[src/rtl/pipe_pkg.sv]
// ---------------------------------------------------------------------------
// pipe_pkg
// Shared pipeline types and constants.
//   ctrl_word_t  : the ten decode control fields carried from ID to EX
//   CTRL_NOP     : all-zero control word (no RF write, no memory, no branch)
//   ALU_ADD/SUB  : ALU opcode encodings used by the decoder
//   MEM_RW_*     : mem_rw encodings (1 = store, 0 = load)
// ---------------------------------------------------------------------------
package pipe_pkg;

  typedef struct packed {
    logic       shift_imm;
    logic [3:0] alu_op;
    logic [1:0] mem_size;
    logic       mem_enable;
    logic       mem_rw;
    logic       load_inst;
    logic       s;
    logic       rf_enable;
    logic       b_instr;
    logic       b_l;
  } ctrl_word_t;

  localparam ctrl_word_t CTRL_NOP = '0;

  localparam logic [3:0] ALU_ADD = 4'b0100;
  localparam logic [3:0] ALU_SUB = 4'b0010;

  localparam logic MEM_RW_LOAD  = 1'b0;
  localparam logic MEM_RW_STORE = 1'b1;

endpackage

[src/rtl/load_use_detect.sv]
// ---------------------------------------------------------------------------
// load_use_detect
// Purely combinational load-use hazard detector. Flags when the instruction
// in ID reads a register that the load currently in EX will write.
// Ports:
//   ex_valid, ex_load_inst, ex_rf_enable, ex_rd : EX-stage instruction info
//   id_use_rn, id_rn, id_use_rm, id_rm           : ID-stage source operands
//   haz                                          : hazard flag
// ---------------------------------------------------------------------------
module load_use_detect #(
  parameter int REG_W = 4
) (
  input  logic             ex_valid,
  input  logic             ex_load_inst,
  input  logic             ex_rf_enable,
  input  logic [REG_W-1:0] ex_rd,
  input  logic             id_use_rn,
  input  logic [REG_W-1:0] id_rn,
  input  logic             id_use_rm,
  input  logic [REG_W-1:0] id_rm,
  output logic             haz
);

  logic ex_is_load_wb;
  logic rn_match;
  logic rm_match;

  // A bubble (ex_valid=0) never produces a hazard. R15 is not special.
  assign ex_is_load_wb = ex_valid & ex_load_inst & ex_rf_enable;
  assign rn_match      = id_use_rn & (id_rn == ex_rd);
  assign rm_match      = id_use_rm & (id_rm == ex_rd);
  assign haz           = ex_is_load_wb & (rn_match | rm_match);

endmodule

[src/rtl/id_ex_stage_reg.sv]
// ---------------------------------------------------------------------------
// id_ex_stage_reg
// ID/EX pipeline register with load-use bubble insertion, downstream hold
// and branch flush. Per-edge priority: reset > ex_hold > flush > hazard >
// normal load. An annulled instruction (id_cond_pass=0) loads as a bubble
// but its operands are still captured.
// Ports:
//   clk, rst_n           : clock, synchronous active-low reset
//   id_* control/data    : decode-stage control word, operands, imm, regs
//   ex_hold, flush       : downstream stall, taken-branch squash
//   ex_*                 : registered copies of the id_* fields
//   ex_valid             : EX holds a real instruction
//   ifid_hold            : combinational, hold PC and IF/ID this cycle
// Optional build macro ID_EX_PERF_COUNTERS_EN adds saturating 16-bit
// bubble_cnt (hazard bubbles) and flush_cnt (flush edges) outputs.
// ---------------------------------------------------------------------------
module id_ex_stage_reg
  import pipe_pkg::*;
#(
  parameter int DATA_W = 32,
  parameter int REG_W  = 4
) (
  input  logic              clk,
  input  logic              rst_n,
  input  logic              id_shift_imm,
  input  logic [3:0]        id_alu_op,
  input  logic [1:0]        id_mem_size,
  input  logic              id_mem_enable,
  input  logic              id_mem_rw,
  input  logic              id_load_inst,
  input  logic              id_s,
  input  logic              id_rf_enable,
  input  logic              id_b_instr,
  input  logic              id_b_l,
  input  logic              id_cond_pass,
  input  logic [DATA_W-1:0] id_pa,
  input  logic [DATA_W-1:0] id_pb,
  input  logic [DATA_W-1:0] id_pd,
  input  logic [23:0]       id_imm,
  input  logic [REG_W-1:0]  id_rd,
  input  logic [REG_W-1:0]  id_rn,
  input  logic [REG_W-1:0]  id_rm,
  input  logic              id_use_rn,
  input  logic              id_use_rm,
  input  logic              ex_hold,
  input  logic              flush,
  output logic              ex_shift_imm,
  output logic [3:0]        ex_alu_op,
  output logic [1:0]        ex_mem_size,
  output logic              ex_mem_enable,
  output logic              ex_mem_rw,
  output logic              ex_load_inst,
  output logic              ex_s,
  output logic              ex_rf_enable,
  output logic              ex_b_instr,
  output logic              ex_b_l,
  output logic [DATA_W-1:0] ex_pa,
  output logic [DATA_W-1:0] ex_pb,
  output logic [DATA_W-1:0] ex_pd,
  output logic [23:0]       ex_imm,
  output logic [REG_W-1:0]  ex_rd,
  output logic              ex_valid,
  output logic              ifid_hold
`ifdef ID_EX_PERF_COUNTERS_EN
  ,
  output logic [15:0]       bubble_cnt,
  output logic [15:0]       flush_cnt
`endif
);

  ctrl_word_t        id_ctrl;
  ctrl_word_t        ctrl_q, ctrl_d;
  logic [DATA_W-1:0] pa_q, pa_d, pb_q, pb_d, pd_q, pd_d;
  logic [23:0]       imm_q, imm_d;
  logic [REG_W-1:0]  rd_q, rd_d;
  logic              valid_q, valid_d;
  logic              haz;

  load_use_detect #(.REG_W(REG_W)) u_load_use_detect (
    .ex_valid     (valid_q),
    .ex_load_inst (ctrl_q.load_inst),
    .ex_rf_enable (ctrl_q.rf_enable),
    .ex_rd        (rd_q),
    .id_use_rn    (id_use_rn),
    .id_rn        (id_rn),
    .id_use_rm    (id_use_rm),
    .id_rm        (id_rm),
    .haz          (haz)
  );

  // Hazard holds IF/ID even when a simultaneous flush wins the EX slot;
  // squashing IF/ID is the upstream flush logic's job.
  assign ifid_hold = haz | ex_hold;

  always_comb begin
    id_ctrl.shift_imm  = id_shift_imm;
    id_ctrl.alu_op     = id_alu_op;
    id_ctrl.mem_size   = id_mem_size;
    id_ctrl.mem_enable = id_mem_enable;
    id_ctrl.mem_rw     = id_mem_rw;
    id_ctrl.load_inst  = id_load_inst;
    id_ctrl.s          = id_s;
    id_ctrl.rf_enable  = id_rf_enable;
    id_ctrl.b_instr    = id_b_instr;
    id_ctrl.b_l        = id_b_l;
  end

  always_comb begin
    // Default: hold (covers ex_hold=1, which overrides flush and hazard).
    ctrl_d  = ctrl_q;
    pa_d    = pa_q;
    pb_d    = pb_q;
    pd_d    = pd_q;
    imm_d   = imm_q;
    rd_d    = rd_q;
    valid_d = valid_q;
    if (!ex_hold) begin
      if (flush || haz) begin
        ctrl_d  = CTRL_NOP;
        pa_d    = '0;
        pb_d    = '0;
        pd_d    = '0;
        imm_d   = '0;
        rd_d    = '0;
        valid_d = 1'b0;
      end else begin
        ctrl_d  = id_ctrl;
        pa_d    = id_pa;
        pb_d    = id_pb;
        pd_d    = id_pd;
        imm_d   = id_imm;
        rd_d    = id_rd;
        valid_d = 1'b1;
        if (!id_cond_pass) begin
          ctrl_d  = CTRL_NOP;
          valid_d = 1'b0;
        end
      end
    end
  end

  always_ff @(posedge clk) begin
    if (!rst_n) begin
      ctrl_q  <= CTRL_NOP;
      pa_q    <= '0;
      pb_q    <= '0;
      pd_q    <= '0;
      imm_q   <= '0;
      rd_q    <= '0;
      valid_q <= 1'b0;
    end else begin
      ctrl_q  <= ctrl_d;
      pa_q    <= pa_d;
      pb_q    <= pb_d;
      pd_q    <= pd_d;
      imm_q   <= imm_d;
      rd_q    <= rd_d;
      valid_q <= valid_d;
    end
  end

  assign ex_shift_imm  = ctrl_q.shift_imm;
  assign ex_alu_op     = ctrl_q.alu_op;
  assign ex_mem_size   = ctrl_q.mem_size;
  assign ex_mem_enable = ctrl_q.mem_enable;
  assign ex_mem_rw     = ctrl_q.mem_rw;
  assign ex_load_inst  = ctrl_q.load_inst;
  assign ex_s          = ctrl_q.s;
  assign ex_rf_enable  = ctrl_q.rf_enable;
  assign ex_b_instr    = ctrl_q.b_instr;
  assign ex_b_l        = ctrl_q.b_l;
  assign ex_pa         = pa_q;
  assign ex_pb         = pb_q;
  assign ex_pd         = pd_q;
  assign ex_imm        = imm_q;
  assign ex_rd         = rd_q;
  assign ex_valid      = valid_q;

`ifdef ID_EX_PERF_COUNTERS_EN
  logic [15:0] bubble_cnt_q, bubble_cnt_d;
  logic [15:0] flush_cnt_q, flush_cnt_d;

  always_comb begin
    bubble_cnt_d = bubble_cnt_q;
    flush_cnt_d  = flush_cnt_q;
    // Only a hazard bubble that actually loads counts (flush outranks it).
    if (!ex_hold && !flush && haz && (bubble_cnt_q != 16'hFFFF))
      bubble_cnt_d = bubble_cnt_q + 16'd1;
    if (!ex_hold && flush && (flush_cnt_q != 16'hFFFF))
      flush_cnt_d = flush_cnt_q + 16'd1;
  end

  always_ff @(posedge clk) begin
    if (!rst_n) begin
      bubble_cnt_q <= '0;
      flush_cnt_q  <= '0;
    end else begin
      bubble_cnt_q <= bubble_cnt_d;
      flush_cnt_q  <= flush_cnt_d;
    end
  end

  assign bubble_cnt = bubble_cnt_q;
  assign flush_cnt  = flush_cnt_q;
`endif

endmodule
[config.mk]
export PLATFORM = sky130hd
export DESIGN_NAME = id_ex_stage_reg
export DESIGN_NICKNAME = d
export VERILOG_FILES = /design/src/rtl/pipe_pkg.sv /design/src/rtl/load_use_detect.sv /design/src/rtl/id_ex_stage_reg.sv
export SDC_FILE = /design/constraint.sdc
export NUM_CORES = 1
export LEC_CHECK = 0
export BUFFER_PORTS_ARGS = -buffer_cell sky130_fd_sc_hd__buf_2
export CAP_MARGIN = 10
export CORE_AREA = 2 2 112 114
export DETAILED_ROUTE_END_ITERATION = 10
export DIE_AREA = 0 0 114 116
export GPL_ROUTABILITY_DRIVEN = 0
export PLACE_DENSITY = 0.92
export SLEW_MARGIN = 20
export SYNTH_ARGS = -nofsm -noshare
export SYNTH_HDL_FRONTEND = slang
export SYNTH_SLANG_ARGS = --single-unit
export TNS_END_PERCENT = 50
[constraint.sdc]
create_clock -name clk -period 3.56 [get_ports clk]
set_input_delay 0.356 -clock clk [delete_from_list [all_inputs] [get_ports clk]]
set_output_delay 0.356 -clock clk [all_outputs]
set_load 0.05 [all_outputs]
### Yosys cells after proc, flatten, opt, wreduce, memory -nomap -nowiden

Index checks and enable logic that the tools add are counted.
W data, S select, Z words.

| word-level totals | value |
|---|---|
| bits in registers | 139 |
| input bits | 153 |
| output and inout port bits | 140 |
| logic and storage cells | 35 |

| cells by class | value |
|---|---|
| equality and inequality tests | 2 |
| multiplexer cells | 9 |
| bitwise gates (word level) | 7 |
| reduce and logical (&&, ||, !) cells | 1 |

Operator list:

| cell | number |
|---|---|
| $mux W32 | 3 |
| $mux W14 | 2 |
| $mux W24 | 1 |
| $eq A4 B4 Y1 | 2 |
| $and A1 B1 Y1 | 5 |
| $mux W4 | 1 |
| $mux W1 | 2 |
| $or A1 B1 Y1 | 2 |
| $logic_or A1 B1 Y1 | 1 |

### Depth between registers and ports, before layout

Gate-level depths: netlist of run 1.

| depth | value |
|---|---|
| depth after elaboration | 6 |
| mapped depth | 7 |
| gate-level depth less buffers | 5 |

### Cells and area by module

From an unflattened synthesis of run 1, not the netlist that was laid out.

| second synthesis, totals | value |
|---|---|
| cell total of the unflattened synthesis | 333 |
| area, all modules | 4375.4 um^2 |

Modules (own cells, without submodules):

| module | times used | cells each | area an instance (um^2) | seq. area each (um^2) |
|---|---|---|---|---|
| id_ex_stage_reg | 1 | 319 | 4272.8 | 2782.7 |
| load_use_detect | 1 | 14 | 102.6 | 0.0 |

### Worst setup path before layout of run 1

No wires, ideal clock.

| path | value |
|---|---|
| kind | flip-flop to output port |
| from | reg rd_q[2], in the netlist ex_rd[2] |
| to | out ifid_hold |
| arrival time | 1.859 ns |
| data required time | 3.204 ns |
| slack | 1.345 ns |
| stages on the path, launching flop included | 8 |
| buffers on the path | 2 |
| path through | dfxtp_1 > xor2_1 > nor4_1 > nand3_1 > nand2_2 > buf_4 > buf_2 > or2_2 |

| on the way | value |
|---|---|
| longest elaborated chain between the ends | 5 |
| elaborated cells on any way between the ends | 7 |
| classes of those cells | 2 x eq/ne; 5 x bitwise |

Ends and longest elaborated chain:

| element | line | text |
|---|---|---|
| start: declaration | id_ex_stage_reg.sv:75 | `logic [REG_W-1:0] rd_q, rd_d;` |
| start signal: assignment | id_ex_stage_reg.sv:157 | `rd_q <= rd_d;` |
| $eq A4 B4 Y1 (on tied branches) | load_use_detect.sv:30, load_use_detect.sv:31 |  |
| $and A1 B1 Y1 (on tied branches) | load_use_detect.sv:30, load_use_detect.sv:31 |  |
| $or A1 B1 Y1 * | load_use_detect.sv:32 | `assign haz = ex_is_load_wb & (rn_match \| rm_match);` |
| $and A1 B1 Y1 * | load_use_detect.sv:32 |  |
| $or A1 B1 Y1 * | id_ex_stage_reg.sv:93 | `assign ifid_hold = haz \| ex_hold;` |
| end: declaration | id_ex_stage_reg.sv:63 | `output logic ifid_hold` |

Every way passes the cells marked *; elsewhere a longest branch is shown, timed or not.

### Worst setup path after layout of run 1

Ends and elaborated chain as after synthesis.

==> impl_metrics.tcl, run 1 <==
set metrics [dict create \
    seq_area_frac_synth 0.522 \
    cts_buffers 17 \
    hold_viol_final 0 \
    clk_pin_slew_ps 60 \
    avgViaCountPerCell 5.42 \
    grt-ovfl-total 0 \
    yosys_warnings 0 \
    skew_ps 6.55 \
    rsz0062_at_grt "false" \
    setup_ws_ps 1280 \
    powerDensity_nw_per_um2 535 \
    clk_latency_ps 410 \
    p_leak_nw 3.30 \
    synth_nets 803 \
    synth.avg_cell_area_um2 8.20 \
    antenna_left 0 \
    fillers 1060 \
    fin_nets 1041 \
    start_util 0.448 \
    dp_slack_ps 1520 \
    placed_area_um2 6760 \
    utilization 0.617 \
    clk_path_buf_depth 2 \
    worstPathArrival_ps 1920 \
    htreeDepth 4 \
    synth_seq_cells 139 \
    setup_viol 0 \
    fp.dieW_um 114 \
    firstDrtPassIters 5 \
    syn2layout_area_growth_pct 37.8 \
    fp.dieH_um 116 \
    netlist_area_um2 5330 \
    drt_iter0_markers 698 \
    r2r_slack_ps 1670 \
    multi_input_area_um2 2230 \
    seq_area_um2 2780 \
    grt_max_degree 140 \
    port_buffers 292 \
    grt_pass1_vias 5133 \
    synthXorXnorAreaFrac 0.0131 \
    num_vias 5682 \
    grt_pass1_wl_um 24500 \
    die_area_um2 13200 \
    synth_compound_area_frac 0.130 \
    worstPathMaxFanout 4 \
    synth_fa_ha_area_frac 0 \
    drive_above_1_share 0.363 \
    worstSetupPathType "reg2out" \
    hpwl_um 10200 \
    grt_usage 0.232 \
    synth-simple-area-share 0.273 \
    synth_top_family_by_area "simple AND/OR/NAND/NOR gates" \
    antenna_found_initial 1 \
    setup_tns_ps 0 \
    io_pins 293 \
    core_area_um2 11900 \
    routedWlPerCell_um 15.2 \
    cts_tree "built" \
    wl_um 16000 \
    clock_sinks 139 \
    synth_mux_area_frac 0 \
    ir_drop_v 0.000337 \
    critPathLaunchType "register" \
    status "completed" \
    timing.fmax_mhz 440 \
    cts_setup_buffers 0 \
    cap_violations 0 \
    syn_inst 650 \
    max_slew_margin 0.502 \
    ctsResizeCount 0 \
    power.total_w 0.00393 \
    clockRootBuffer "clkbuf_16" \
    hold_class "in2reg" \
    critPathCaptureType "output pin" \
    final_cell_area_um2 7350 \
    drc_errors 0 \
    fin_crit_ps 2280 \
    tightest_slew_ps 746 \
    critPathRequiredTime_ps 3200 \
    period_share 0.639 \
    cts-hold-fix-buffers 0 \
    core.rowCount 40 \
    slew_violations 0 \
    synthDistinctLibCells 14 \
]
[registers in the layout, summed over array words and instances, names as in the netlist, 2 cells and up]
signal	count
ex_mem_size	2
ex_pa	32
ex_pd	32
ex_imm	24
ex_pb	32
ex_rd	4
ex_alu_op	4
[path summary, 6_finish.rpt]
kind	startpoint	to	cells after the start
worst min register to register	ex_pb[4]	ex_pb[4]	2
worst min-delay path	id_pd[12]	ex_pd[12]	3
worst max register to register	ex_rd[2]	ex_pb[11]	6
worst max-delay path	ex_rd[2]	ifid_hold	6
[final cells by class]
type                    count  share of cell area
repair buffers            297               0.212
clock buffers              23              0.0637
diodes                      1            0.000341
well taps                 147              0.0250
multi-input cells         433               0.304
flip-flops and latches    139               0.379
clock inverters             8              0.0160
[cell usage in the layout (no fill, tap or decap), types with 2 or more instances in the layout]
cell type,instances
buf_2,290
nand3_1,266
o21ai_0,139
dfxtp_1,139
clkbuf_16,17
nand4_1,14
xor2_1,8
clkinv_2,4
clkbuf_1,4
buf_12,4
bufinv_16,3
clkbuf_8,3
nor4_1,2
buf_4,2
[through the flow]
| stage | std cells | hold slack (ps) |
|---|---|---|
| 2_1_floorplan | 650 | 507 |
| 3_3_place_gp | 1016 | 457 |
| 3_5_place_dp | 1016 | 465 |
| 4_1_cts | 1047 | 175 |
| 5_1_grt | 1048 | 191 |
| 6_report | 1048 | 190 |
[cells by family (layout without fill, tap and decap cells)]
kind of cell	after synthesis	count (layout)
flip-flops	139	139
other	0	1
AND/OR/NAND/NOR	286	286
buffers and inverters	78	328
AO/OA/AOI/OAI	139	139
XOR/XNOR	8	8
[layer usage]
| metal | share of wire | track usage | vias up |
|---|---|---|---|
| li1 | - | - | 2811 |
| met1 | 0.40 | 0.278 | 2566 |
| met2 | 0.50 | 0.381 | 270 |
| met3 | 0.074 | 0.0628 | 35 |
| met4 | 0.024 | 0.121 | 0 |
| met5 | 0 | 0 | - |
[cell usage after synthesis]
cell      instances  area [µm²]
clkbuf_2         13        65.1
nand3_1         266        1330
o21ai_0         139         696
xor2_1            8        70.1
nand4_1          14        87.6
nor2_1            1        3.75
and3_1            1        6.26
nand2_2           1        6.26
buf_4             1        7.51
or2_2             1        6.26
nor4_1            2        12.5
dfxtp_1         139        2780
buf_2            14        70.1
clkbuf_1         50         188
[worst max-delay path: stages (launching register included)]
cell and delay (ps):
dfxtp_1 350, xor2_1 170, nor4_1 270, nand3_1 180, nand2_4 110, or2_2 140
buf_2 270
[report_power, final]
group	switching (W)	internal [W]
sequential	0.0000307	0.00162
combinational	0.000386	0.000143
clock	0.000626	0.00113
Power figures use the tool's default switching activity.
==> run 2: changes to the inputs <==
--- a/config.mk
+++ b/config.mk
@@ -7,11 +7,11 @@
 export LEC_CHECK = 0
 export BUFFER_PORTS_ARGS = -buffer_cell sky130_fd_sc_hd__buf_2
 export CAP_MARGIN = 10
-export CORE_AREA = 2 2 112 114
+export CORE_AREA = 2 2 119 121
 export DETAILED_ROUTE_END_ITERATION = 10
-export DIE_AREA = 0 0 114 116
+export DIE_AREA = 0 0 121 123
 export GPL_ROUTABILITY_DRIVEN = 0
-export PLACE_DENSITY = 0.92
+export PLACE_DENSITY = 0.87
 export SLEW_MARGIN = 20
 export SYNTH_ARGS = -nofsm -noshare
 export SYNTH_HDL_FRONTEND = slang
==> constraint.sdc (replaced) <==
create_clock -name clk -period 2.03 [get_ports clk]
set_input_delay 0.203 -clock clk [delete_from_list [all_inputs] [get_ports clk]]
set_output_delay 0.203 -clock clk [all_outputs]
set_load 0.05 [all_outputs]
==> run 2 against run 1 <==
Die area up 13%; highest routed layer is now met5; combinational power up 79%; critical path depth unchanged; power up 79%; via count up 1.9%; worst hold slack worse by 150 ps; largest cell class unchanged; final cell count up 4.5%; largest power group unchanged; register-to-register slack worse by 1500 ps; sequential power up 75%; sequential cell count unchanged; clock skew about the same.
==> impl_metrics.tcl, run 2 (synthesis results as in run 1) <==
set metrics [dict create \
    status "completed" \
    cp_num_buf_inv 1 \
    core_area_um2 13600 \
    antenna_found_initial 2 \
    critPathRequiredTime_ps 1830 \
    timing.fmax_mhz 518 \
    setup_viol 0 \
    path_depth 6 \
    setup_tns_ps 0 \
    period_share 0.950 \
    crit_path_top_delay_cell "dfxtp_2" \
    dp_slack_ps 300 \
    critPathLaunchType "register" \
    fp.dieH_um 123 \
    slew_violations 0 \
    clk_pin_slew_ps 60 \
    clk_path_buf_depth 2 \
    cap_violations 0 \
    antenna_cells 0 \
    final_cell_count_no_fill 1095 \
    core.rowCount 43 \
    io_pins 293 \
    hold_ws_ps 35.6 \
    cts_buffers 17 \
    grt_usage 0.207 \
    tightest_slew_ps 573 \
    cts-hold-fix-buffers 0 \
    skew_ps 6.17 \
    swShare 0.268 \
    final_common_cell "buf_2" \
    drc_errors 0 \
    start_util 0.392 \
    hpwl_um 10700 \
    grt_pass1_vias 5141 \
    seqPwrFrac 0.409 \
    worstPathArrival_ps 1730 \
    syn2layout_area_growth_pct 41.7 \
    reg2reg_depth 7 \
    drt_iter0_markers 362 \
    grt-ovfl-total 0 \
    powerDensity_nw_per_um2 933 \
    mostFrequentLayoutCells "buf_2 (289), nand3_1 (266), o21ai_0 (139)" \
    grt_max_degree 140 \
    wl_um 16000 \
    endpoint "ifid_hold" \
    p_leak_nw 3.39 \
    utilization 0.555 \
    routedWlPerCell_um 14.6 \
    startpoint "ex_rd[2]" \
    antenna_left 0 \
    grt_pass1_wl_um 24800 \
    ir_drop_v 0.000506 \
    port_buffers 292 \
    r2r-start "ex_rd[2]" \
    worstPathMaxFanout 4 \
    timing.rr.end "ex_pb[16]" \
    fin_crit_ps 1930 \
    dp_cells 1062 \
    worstSetupPathType "reg2out" \
    intPower_w 0.00516 \
    crit_chain "xor2_1 -> nor4_1 -> nand3_1 -> nand2_4 -> or2_2 -> buf_6" \
    num_vias 5791 \
    max_slew_margin 0.618 \
    firstDrtPassIters 5 \
    fin_nets 1055 \
    power_frac_comb 0.134 \
    drive_above_1_share 0.383 \
    hold_class "in2reg" \
    setup_ws_ps 101 \
    switchingPower_w 0.00189 \
    clock_sinks 139 \
    htreeDepth 4 \
    hold_viol_final 0 \
    rsz0062_at_grt "false" \
    clk_latency_ps 410 \
    avgViaCountPerCell 5.29 \
    r2r_slack_ps 150 \
    die_area_um2 14900 \
    clockRootBuffer "clkbuf_16" \
    fp.dieW_um 121 \
    clock_power_share 0.456 \
    cp_slowest_stage_delay_ps 340 \
    critPathCaptureType "output pin" \
    crit_family "simple AND/OR/NAND/NOR gates" \
    cts_tree "built" \
]
run 2: cell count changes in the layout (fill, tap and decap cells not counted), sizes merged:
cell      previous run  this run
clkinvlp             1         3
buf                296       310
diode                1         0
clkinv               4         5
clkbuf              24        22
run 2: power by group through the flow:
stage / clock, W / combinational [W] / sequential (W)
2_1_floorplan: 0 / 0.000248 / 0.00331
3_3_place_gp: 0 / 0.000934 / 0.00294
3_5_place_dp: 0 / 0.000944 / 0.00294
4_1_cts: 0.00327 / 0.000946 / 0.00289
5_1_grt: 0.00340 / 0.00101 / 0.00290
6_report: 0.00322 / 0.000947 / 0.00289
run 2: worst min-delay path: cells and delay by family:
kind / cells / cell delay, ps
and+or+nand+nor: 1 / 50
AOI/OAI and AO/OA: 1 / 60
buffers and inverters: 1 / 90
run 2: layer usage:
layer  vias to the layer above  routed length [µm]  global-route usage
met5                         -                  15                   0
met4                         2                 440              0.0996
met3                        42                1350              0.0683
met2                       255                7770               0.343
met1                      2646                6390               0.243
li1                       2846                   -                   -
run 2: worst min path at each step:
| stage | from | cells past startpoint | slack, ps | end |
|---|---|---|---|---|
| 2_1_floorplan | id_rd[0] | 2 | 350 | ex_rd[0] |
| 3_3_place_gp | ex_pa[17] | 2 | 450 | ex_pa[17] |
| 3_5_place_dp | ex_pb[13] | 2 | 470 | ex_pb[13] |
| 4_1_cts | id_pa[13] | 3 | 20 | ex_pa[13] |
| 5_1_grt | id_pb[13] | 3 | 30 | ex_pb[13] |
| 6_report | id_pa[13] | 3 | 40 | ex_pa[13] |
run 2: through the flow:
stage                     area (µm²)  total power (W)
after global placement          6910          0.00388
after global routing            7560          0.00730
after detailed placement        6910          0.00389
after CTS                       7550          0.00710
after floorplan                 5340          0.00356
final                           7560          0.00705
run 2: layout make-up:
class                   instances  area (µm²)
clock buffers                  21         480
clock inverters                11         141
fillers                      1240        6060
multi-input cells             433        2240
flip-flops and latches        139        2790
well taps                     180         225
repair buffers                311        1680
run 2: what timing repair did:
action                                  CTS  global route
endpoints found under the setup margin    1            70
setup buffers                             1             0
pin swaps                                 1             2
resized for setup                         1             2
==> run 3: changes to the inputs <==
--- a/config.mk
+++ b/config.mk
@@ -5,11 +5,12 @@
 export SDC_FILE = /design/constraint.sdc
 export NUM_CORES = 1
 export LEC_CHECK = 0
+export ABC_AREA = 1
 export BUFFER_PORTS_ARGS = -buffer_cell sky130_fd_sc_hd__buf_2
 export CAP_MARGIN = 10
-export CORE_AREA = 2 2 119 121
+export CORE_AREA = 2 2 133 135
 export DETAILED_ROUTE_END_ITERATION = 10
-export DIE_AREA = 0 0 121 123
+export DIE_AREA = 0 0 135 137
 export GPL_ROUTABILITY_DRIVEN = 0
 export PLACE_DENSITY = 0.87
 export SLEW_MARGIN = 20
==> run 3 against run 2 <==
Utilization increased by 0.78 points; non-clock buffer count increased by 6; via count increased by 21%; global-route usage increased by 0.22 points; sequential power about the same; power increased by 8.1%; routed wire length increased by 25%; area after synthesis increased by 38%; final cell count increased by 32%; register-to-register slack improved by 250 ps; synthesized cell count increased by 46%; critical path type unchanged.
==> impl_metrics.tcl, run 3 <==
set metrics [dict create \
    rsz0062_at_grt "false" \
    port_buffers 292 \
    fillers 1542 \
    switchingPower_w 0.00216 \
    max_slew_margin 0.513 \
    core_area_um2 17100 \
    hold_class "in2reg" \
    worstPathArrival_ps 1720 \
    setup_tns_ps 0 \
    critPathCaptureType "output pin" \
    skew_ps 9.23 \
    grt-ovfl-total 0 \
    drt_iter0_markers 366 \
    setup_viol 0 \
    htreeDepth 4 \
    die_area_um2 18500 \
    mostFrequentLayoutCells "buf_2 (289), nand2_1 (159), inv_1 (143), nor2_1 (143), dfxtp_1 (137)" \
    drive_above_1_share 0.464 \
    antenna_left 0 \
    powerDensity_nw_per_um2 794 \
    hpwl_um 13500 \
    hold_viol_final 0 \
    final_common_cell "buf_2" \
    fin_nets 1362 \
    yosys.area.top_type "dfxtp_1" \
    grt_usage 0.210 \
    power.total_w 0.00763 \
    io_pins 293 \
    clock_power_share 0.454 \
    status "completed" \
    synth_nets 1100 \
    synthArstFlopShare 0 \
    fp.dieH_um 137 \
    fin_crit_ps 1920 \
    clock_sinks 139 \
    firstDrtPassIters 4 \
    swShare 0.284 \
    syn_inst 947 \
    yosysMostFrequentCell "nand2_1" \
    antenna_found_initial 0 \
    synth_top_flop_cell "dfxtp_1" \
    netlist_area_um2 7350 \
    power_frac_comb 0.167 \
    syn2layout_area_growth_pct 30.6 \
    worstPathMaxFanout 12 \
    worstSetupPathType "reg2out" \
    synth.area.top_cells "dfxtp_1 (38%), nand3_2 (15%), a21oi_2 (12%)" \
    routedWlPerCell_um 13.8 \
    synth_seq_cells 139 \
    clockRootBuffer "clkbuf_16" \
    intPower_w 0.00546 \
    grt_pass1_wl_um 31500 \
    synth_edf_count 0 \
    ir_drop_v 0.000525 \
    start_util 0.431 \
    num_vias 7032 \
    seq_area_frac_synth 0.379 \
    clk_pin_slew_ps 60 \
    synth_top_cells_by_count "nand2_1 (159), nor2_1 (144), inv_1 (143)" \
    grt_pass1_vias 6650 \
    grt_max_degree 125 \
    utilization 0.563 \
    antenna_cells 0 \
    yosys_warnings 0 \
    seqPwrFrac 0.379 \
    core.rowCount 48 \
    cts_tree "built" \
    cts_buffers 17 \
    synth.avg_cell_area_um2 7.76 \
    slew_violations 0 \
    timing.fmax_mhz 521 \
    clk_latency_ps 410 \
    p_leak_nw 4.63 \
    clk_path_buf_depth 2 \
    synthDistinctLibCells 21 \
    cap_violations 0 \
    critPathRequiredTime_ps 1830 \
    wl_um 19900 \
    drc_errors 0 \
    tightest_slew_ps 729 \
    avgViaCountPerCell 4.86 \
    critPathLaunchType "register" \
    period_share 0.946 \
    fp.dieW_um 135 \
    synth_top_area_frac 0.379 \
]
run 3: cell count changes after synthesis, moves of 99 or more:
cell / previous run / this run
a21oi_2: 0 / 99
nor2_1: 1 / 144
o21ai_0: 139 / 1
nand3_2: 0 / 110
inv_1: 0 / 143
nand3_1: 266 / 27
nand2_1: 0 / 159
run 3: cell families (layout without fill, tap and decap cells):
kind of cell | count (synthesis) | after routing | share of synthesized area
AND/OR/NAND/NOR | 444 | 445 | 0.327
buffers and inverters | 221 | 495 | 0.145
AO/OA/AOI/OAI | 141 | 141 | 0.147
flip-flops | 139 | 139 | 0.379
XOR/XNOR | 2 | 2 | 0.00238
run 3: layer usage:
metal  global-route usage  vias up  share of wire
li1                     -     3456              -
met1                0.258     3270           0.42
met2                0.352      266           0.49
met3               0.0507       40          0.066
met4               0.0880        0          0.025
met5                    0        -              0
run 3: power groups by stage:
stage	Clock (W)	Combinational [W]	Sequential (W)
floorplan	0	0.000521	0.00330
finish	0.00346	0.00127	0.00289
detailed placement	0	0.00127	0.00294
global placement	0	0.00125	0.00294
CTS	0.00354	0.00127	0.00289
global route	0.00366	0.00137	0.00290
run 3: layout make-up:
cell class              instances  area, µm²  share of cell area
multi-input cells             588       3530               0.368
flip-flops and latches        139       2790               0.290
repair buffers                317       1790               0.186
inverters                     146        558              0.0581
clock buffers                  19        443              0.0461
well taps                     225        282              0.0293
clock inverters                13        214              0.0223
run 3: worst paths after layout:
path / endpoint / slack (ps) / depth (start not counted) / from
worst max register to register: ex_pa[8] / 400 / 9 / ex_rd[2]
worst min register to register: ex_pa[7] / 460 / 2 / ex_pa[7]
worst max-delay path: ifid_hold / 110 / 9 / ex_rd[2]
worst min-delay path: ex_mem_size[0] / 120 / 5 / id_mem_size[0]
run 3: critical path, stage by stage (launching register included):
cell and delay (ps):
dfxtp_1 410, nand2_1 80, clkinv_1 50, nor2_1 30, nor2_1 130, nand3_2 100, nand2_4 110, nand2_8 120
nand2_1 120, buf_6 160
run 3: per-stage QoR:
step / cells / hold WS (ps) / cell area, µm² / setup slack (ps)
final: 1447 / 116 / 9600 / 111
after global routing: 1447 / 104 / 9600 / 12.0
after CTS: 1446 / 91.8 / 9580 / 5.43
after detailed placement: 1413 / 453 / 8900 / 163
after global placement: 1413 / 450 / 8900 / 236
after floorplan: 947 / 326 / 7350 / 24.3
run 3: what timing repair did:
item,CTS,global route
pin swaps,1,1
setup endpoints to repair,1,1
resized for setup,1,4
buffers inserted,0,1
hold buffers,0,0
gates cloned,1,0
